[config.mk]
export PLATFORM = sky130hd
export DESIGN_NAME = dp_unpack4
export DESIGN_NICKNAME = d
export VERILOG_FILES = /design/src/rtl/dp_unpack4.sv
export SDC_FILE = /design/constraint.sdc
export NUM_CORES = 1
export LEC_CHECK = 0
export BUFFER_PORTS_ARGS = -buffer_cell sky130_fd_sc_hd__buf_2
export CORE_MARGIN = 1.5
export CORE_UTILIZATION = 44
export CTS_BUF_LIST = sky130_fd_sc_hd__clkbuf_16
export DETAILED_ROUTE_END_ITERATION = 12
export PLACE_DENSITY_LB_ADDON = 0.2
export SYNTH_ARGS = -nofsm -noshare
export SYNTH_HDL_FRONTEND = slang
export SYNTH_SLANG_ARGS = --single-unit
[constraint.sdc]
create_clock -name clk -period 1.85 [get_ports clk]
set_clock_uncertainty 0.05 [all_clocks]
set_input_delay 0.185 -clock clk [delete_from_list [all_inputs] [get_ports clk]]
set_output_delay 0.185 -clock clk [all_outputs]
set_load 0.005 [all_outputs]
[src/rtl/dp_unpack4.sv]
// Sequential 1-to-4 word unpacker: collects serial words over valid/ready and
// presents them as a registered 4-operand bundle, with FLUSH padding partial bundles.
module dp_unpack4 #(
  parameter int          N   = 8,
  parameter logic [N-1:0] PAD = {N{1'b1}}
) (
  input  logic         clk,
  input  logic         rst_n,
  input  logic [N-1:0] din_i,
  input  logic         din_valid_i,
  output logic         din_ready_o,
  input  logic         flush_i,
  output logic [N-1:0] out0_o,
  output logic [N-1:0] out1_o,
  output logic [N-1:0] out2_o,
  output logic [N-1:0] out3_o,
  output logic         out_valid_o,
  input  logic         out_ready_i,
  output logic [1:0]   cnt_o
);

  typedef enum logic {COLLECT, HOLD} state_e;

  state_e              state_q, state_d;
  logic [1:0]          cnt_q, cnt_d;
  logic [3:0][N-1:0]   slot_q, slot_d;
  logic                inXfer;

  always_comb begin
    state_d     = state_q;
    cnt_d       = cnt_q;
    slot_d      = slot_q;
    out_valid_o = (state_q == HOLD);
    din_ready_o = (state_q == COLLECT) | out_ready_i;
    inXfer      = din_valid_i & din_ready_o;

    case (state_q)
      COLLECT: begin
        if (inXfer) begin
          slot_d[cnt_q] = din_i;
          if (cnt_q == 2'd3) begin
            state_d = HOLD;
            cnt_d   = 2'd0;
          end else if (flush_i) begin
            // The word accepted now lands in slot cnt_q; only higher slots get PAD.
            for (int i = 0; i < 4; i++) begin
              if (i > int'(cnt_q)) slot_d[i] = PAD;
            end
            state_d = HOLD;
            cnt_d   = 2'd0;
          end else begin
            cnt_d = cnt_q + 2'd1;
          end
        end else if (flush_i && (cnt_q != 2'd0)) begin
          for (int i = 0; i < 4; i++) begin
            if (i >= int'(cnt_q)) slot_d[i] = PAD;
          end
          state_d = HOLD;
          cnt_d   = 2'd0;
        end
      end
      HOLD: begin
        if (out_ready_i) begin
          state_d = COLLECT;
          // Bypass: a word arriving with the output transfer starts the next bundle.
          if (din_valid_i) begin
            slot_d[0] = din_i;
            cnt_d     = 2'd1;
          end else begin
            cnt_d = 2'd0;
          end
        end
      end
      default: state_d = COLLECT;
    endcase
  end

  always_ff @(posedge clk or negedge rst_n) begin
    if (!rst_n) begin
      state_q <= COLLECT;
      cnt_q   <= 2'd0;
      slot_q  <= '0;
    end else begin
      state_q <= state_d;
      cnt_q   <= cnt_d;
      slot_q  <= slot_d;
    end
  end

  assign out0_o = slot_q[0];
  assign out1_o = slot_q[1];
  assign out2_o = slot_q[2];
  assign out3_o = slot_q[3];
  assign cnt_o  = cnt_q;

endmodule

# Word level (Yosys, flattened, before mapping)

Index checks and enable logic that the tools add are counted.

Add/sub/neg operators: 1
Muxes and demuxes: 29
Bitwise operators: 3
Reduce and logical (&&, ||, !) cells: 11
$lt $le $gt $ge: 8
Equal/unequal tests: 5

Operator list:

| cell                                                                           | number |
|---|---|
| 8-bit 2-to-1 mux                                                               | 9 |
| 32-bit 2-to-1 mux                                                              | 2 |
| 24-bit 2-to-1 mux                                                              | 2 |
| 32-bit bitwise mux                                                             | 1 |
| 8-bit demux with 2-bit select                                                  | 1 |
| 8-bit case mux with 2 select lines                                             | 1 |
| 2-bit 2-to-1 mux                                                               | 5 |
| 2-bit nonzero test                                                             | 4 |
| 1-bit 2-to-1 mux                                                               | 6 |
| 3-bit by 2-bit inequality test with 1-bit output, second input constant        | 2 |
| 3-bit AND reduction                                                            | 2 |
| 1-bit by 2-bit >= comparator with 1-bit output, first input constant           | 2 |
| 2-bit greater-than comparator, first input constant                            | 2 |
| 2-bit inequality test, second input constant                                   | 2 |
| 2-bit case mux with 2 select lines                                             | 1 |
| 2-bit AND reduction                                                            | 2 |
| 4-bit AND reduction                                                            | 1 |
| 2-bit by 3-bit < comparator with 1-bit output, second input constant           | 1 |
| 2-bit by 1-bit adder with 2-bit output, second input constant                  | 1 |
| 2-bit equality test, second input constant                                     | 1 |
| 2-bit by 1-bit >= comparator with 1-bit output, second input constant          | 1 |
| 2-bit >= comparator, first input constant                                      | 1 |
| 1-bit by 2-bit greater-than comparator with 1-bit output, first input constant | 1 |
| 1-bit logical AND                                                              | 2 |
| 4 further kinds                                                                | 4 |

Input port bits: 13
Register bits: 35
Output and inout bits: 36

# Logic depth before layout (Yosys ltp)

Depth in word-level cells: 10
Mapped depth: 6
Mapped depth without buffers: 6

# Worst setup path before layout

Ideal clock, no wire load.

Kind: flip-flop to flip-flop
Start point: reg cnt_q[0] (netlist: cnt_o[0])
End point: reg slot_q (netlist bit out1_o[0])
Setup time: 0.065 ns
Arrival: 1.661 ns
Clock period less this slack: 1.776 ns
Path slack: 0.074 ns
Cell stages (with the launch flop): 6
Buffers on the path: 0
Path through: dfrtp_1 -> ha_1 -> nand3b_1 -> or3b_4 -> a31oi_4 -> o22a_1

Word-level cells in the longest chain between the ends: 9
Elaborated cells on any way between the ends: 18
Classes of those cells: 4 x order compare; 1 x eq/ne; 7 x mux; 6 x reduce/logical

RTL lines:

| item                                                                                                                                         | RTL line | source |
|---|---|---|
| start: declaration                                                                                                                           | 25       | `logic [1:0] cnt_q, cnt_d;` |
| start signal: assignment                                                                                                                     | 85       | `cnt_q <= cnt_d;` |
| 2-bit by 3-bit < comparator with 1-bit output (implied by the code) / 2-bit by 1-bit >= comparator with 1-bit output (equally long branches) | 40       | `slot_d[cnt_q] = din_i;` |
| 1-bit logical AND (implied by the code)                                                                                                      | 40       |  |
| 8-bit 2-to-1 mux (implied by the code)                                                                                                       | 40       |  |
| 8-bit demux with 2-bit select                                                                                                                | 40       |  |
| 32-bit bitwise mux                                                                                                                           | 40       |  |
| 8-bit 2-to-1 mux                                                                                                                             | 47       | `if (i > int'(cnt_q)) slot_d[i] = PAD;` |
| 24-bit 2-to-1 mux                                                                                                                            | 44       | `end else if (flush_i) begin` |
| 24-bit 2-to-1 mux                                                                                                                            | 41       | `if (cnt_q == 2'd3) begin` |
| 32-bit 2-to-1 mux                                                                                                                            | 39       | `if (inXfer) begin` |
| end signal: assignment                                                                                                                       | 86       | `slot_q <= slot_d;` |
| end: declaration                                                                                                                             | 26       | `logic [3:0][N-1:0] slot_q, slot_d;` |

Several ways; a longest one is shown, not always the timed one.
A chain may end at the register's enable or synchronous reset.

# Final worst setup path

Start point: reg cnt_q[0] (netlist: cnt_o[0])
End point: reg slot_q (netlist bit out1_o[2])

The elaborated chain is that of the path after synthesis.

==> results_dict.tcl <==
set metrics [dict create \
    antennaDiodeCount 0 \
    yosysSeqAreaShare_pct 60.2 \
    synth_fp_nets 121 \
    dr.first_iter.drc_count 63 \
    dr.pass1.iters 4 \
    cp_num_buf_inv 1 \
    fp.dieH_um 60.5 \
    fin_crit_ns 1.77 \
    crit_fanout 8 \
    max_stage_delay_ns 0.42 \
    cts_tree "done" \
    synth-compound-area-share_pct 21.4 \
    max_freq_ghz 0.564 \
    multi_input_area_sq_um 566 \
    drv_cap 0 \
    synth-edff-count 0 \
    clock-root-buffer "clkbuf_16" \
    avgRoutedWirePerCell_um 16.7 \
    hold_viol 0 \
    cts_sinks 35 \
    cpMaxStageDelayCell "dfrtp_1" \
    drt-total-wl_um 3500 \
    ioPinCount 49 \
    synth_cells 103 \
    ir_drop_mv 0.626 \
    drv_slew 0 \
    worst_pin_slew_ns 0.757 \
    clk_pin_slew_ns 0.05 \
    cp.required_ns 2.01 \
    rsz0062_at_grt "false" \
    clock_latency_ns 0.27 \
    setup_viol 0 \
    slew_headroom_pct 49.6 \
    muxShareOfSynthArea_pct 6.20 \
    synthXorXnorAreaFrac_pct 0 \
    syn2layout_area_growth_pct 35.9 \
    grt_max_degree 36 \
    netlist-cell-type-count 25 \
    p_int_w 0.00190 \
    start_util_pct 46.9 \
    min_path_type "input pin to flop" \
    p_leak_nw 0.814 \
    synth-seq-cells 35 \
    grt_pass1_vias 1143 \
    fillers 270 \
    die_w_um 60.5 \
    critPathCaptureType "flop" \
    netlist.area_leader.share_pct 60.2 \
    finalCoreUtilization_pct 63.7 \
    die-area_sq_mm 0.00366 \
    yosysWarnings 0 \
    status "completed" \
    drc 0 \
    crit_family "simple AND/OR/NAND/NOR gates" \
    grt_use_total_pct 21.3 \
    htreeDepth 2 \
    final_antenna_net_count 0 \
    io_buffers 48 \
    p_clk_share_pct 28.5 \
    synthArstFlopShare_pct 100 \
    dpl.hpwl_um 2480 \
    path_cells "ha_2 -> nand3b_1 -> or3b_4 -> a31oi_4 -> buf_12 -> o22a_1" \
    seq_area_sq_um 876 \
    num_rows 20 \
    critPathLaunchType "flop" \
    power_w 0.00268 \
    crit_type "flop to flop" \
    synth_fa_ha_area_share_pct 4.30 \
    power_frac_comb_pct 31.0 \
    timing.final.crit_share_pct 95.9 \
    synth_top_family_by_area "compound AO/OA/AOI/OAI gates" \
    place_congestion 0.853 \
    synth-main-ff-cell "dfrtp_1" \
    synth_top_cell_by_area "dfrtp_1" \
    pwr-share-seq_pct 40.4 \
    antenna_found_initial 0 \
    powerDensity_mw_per_mm2 1360 \
    nets 183 \
    cts_buffers 5 \
    syn_area_per_cell_sq_um 14.1 \
    vias 1149 \
    finalSetupTns_ns 0 \
    grt_pass1_wl_um 5460 \
    gr-total-overflow 0 \
    synthSimpleGateAreaFrac_pct 5.42 \
    synth_common_cells "dfrtp_1 (35), o22a_1 (25), mux2_2 (8)" \
    p_switching_w 0.000780 \
    synthTopCellsByArea "dfrtp_1 (60%), o22a_1 (15%), mux2_2 (6.2%)" \
    cts_buffer_depth 2 \
    yosysMostFrequentCell "dfrtp_1" \
    synth_area_sq_mm 0.00145 \
    coreArea_sq_mm 0.00310 \
    via_per_inst 5.47 \
    drive_above_1_share_pct 47.0 \
    crit_arrival_ns 1.93 \
    swShare_pct 29.1 \
]
[flip-flops by register name, summed over array words and instances, names as in the netlist]
signal / count
out3_o: 8
out_valid_o: 1
out0_o: 8
out2_o: 8
out1_o: 8
cnt_o: 2
[worst register-to-register path, cell delays in order (launching register included)]
cell	delay [ns]
dfrtp_1	0.42
ha_2	0.22
nand3b_1	0.18
or3b_4	0.40
a31oi_4	0.16
buf_12	0.14
o22a_1	0.13
[power by group through the flow]
stage	clock network [W]	logic, W	registers (W)
5_1_grt	0.000818	0.000914	0.00111
3_5_place_dp	0	0.000770	0.00110
4_1_cts	0.000785	0.000806	0.00108
2_1_floorplan	0	0.000385	0.00111
3_3_place_gp	0	0.000746	0.00108
6_report	0.000766	0.000834	0.00108
[path summary, 6_finish.rpt]
check	startpoint	endpoint	slack, ns	cells past startpoint
max	cnt_o[0]$_DFFE_PN0P_	out1_o[2]$_DFFE_PN0P_	0.08	6
min	din_i[4]	out3_o[4]$_DFFE_PN0P_	0.12	2
max reg2reg	cnt_o[0]$_DFFE_PN0P_	out1_o[2]$_DFFE_PN0P_	0.08	6
min reg2reg	out1_o[6]$_DFFE_PN0P_	out1_o[6]$_DFFE_PN0P_	0.43	1
max in group asynchronous	rst_n	out3_o[2]$_DFFE_PN0P_	0.80	2
min in group asynchronous	rst_n	out2_o[3]$_DFFE_PN0P_	0.47	2
[timing repair]
item	4_1_cts	5_1_grt
endpoints found under the setup margin	8	24
pin swaps	1	0
hold endpoints to repair	35	0
setup buffers	1	1
hold buffers	1	0
resized for setup	0	6
[layout by cell type, fill, tap and decap left out, types with 2 or more instances in the layout]
cell	synthesis	routed
a21o_1	2	2
ha_1	5	3
buf_4	0	7
buf_2	1	48
dfrtp_1	35	35
o22a_1	25	25
nand2_1	3	3
nor2_1	3	2
inv_1	5	6
mux2_2	8	8
clkbuf_16	0	5
[metrics by stage]
stage | hold WS, ns | instance area (sq um) | instances | setup WS, ns
2_1_floorplan | -0.161 | 1450 | 103 | 0.0736
3_3_place_gp | 0.232 | 1780 | 199 | -0.00768
3_5_place_dp | 0.236 | 1780 | 199 | -0.0681
4_1_cts | 0.122 | 1950 | 209 | 0.0375
5_1_grt | 0.129 | 1980 | 210 | 0.00928
6_report | 0.124 | 1980 | 210 | 0.0763
[routing by layer]
metal | vias to the layer above | wire length, um | track usage [%]
met5 | - | 0 | 0
met4 | 0 | 84 | 10.2
met3 | 11 | 189 | 6.82
met2 | 49 | 1710 | 34.6
met1 | 573 | 1520 | 25.7
li1 | 516 | - | -
[final cells by class]
| type | instances | area share (%) |
|---|---|---|
| Sequential cell | 35 | 44.3 |
| Multi-Input combinational cell | 61 | 28.6 |
| Timing Repair Buffer | 57 | 16.3 |
| Clock buffer | 5 | 6.33 |
| Tap cell | 44 | 2.79 |
| Inverter | 5 | 0.950 |
| Clock inverter | 3 | 0.633 |
[cells by family (layout without fill, tap and decap cells)]
logic type / Yosys count / after routing
AO/OA/AOI/OAI: 35 / 35
flip-flops: 35 / 35
AND/OR/NAND/NOR: 13 / 13
multiplexers: 8 / 8
buffers and inverters: 7 / 70
adder cells (fa/ha/maj): 5 / 5
No activity file was read; power rests on OpenSTA's default activity.
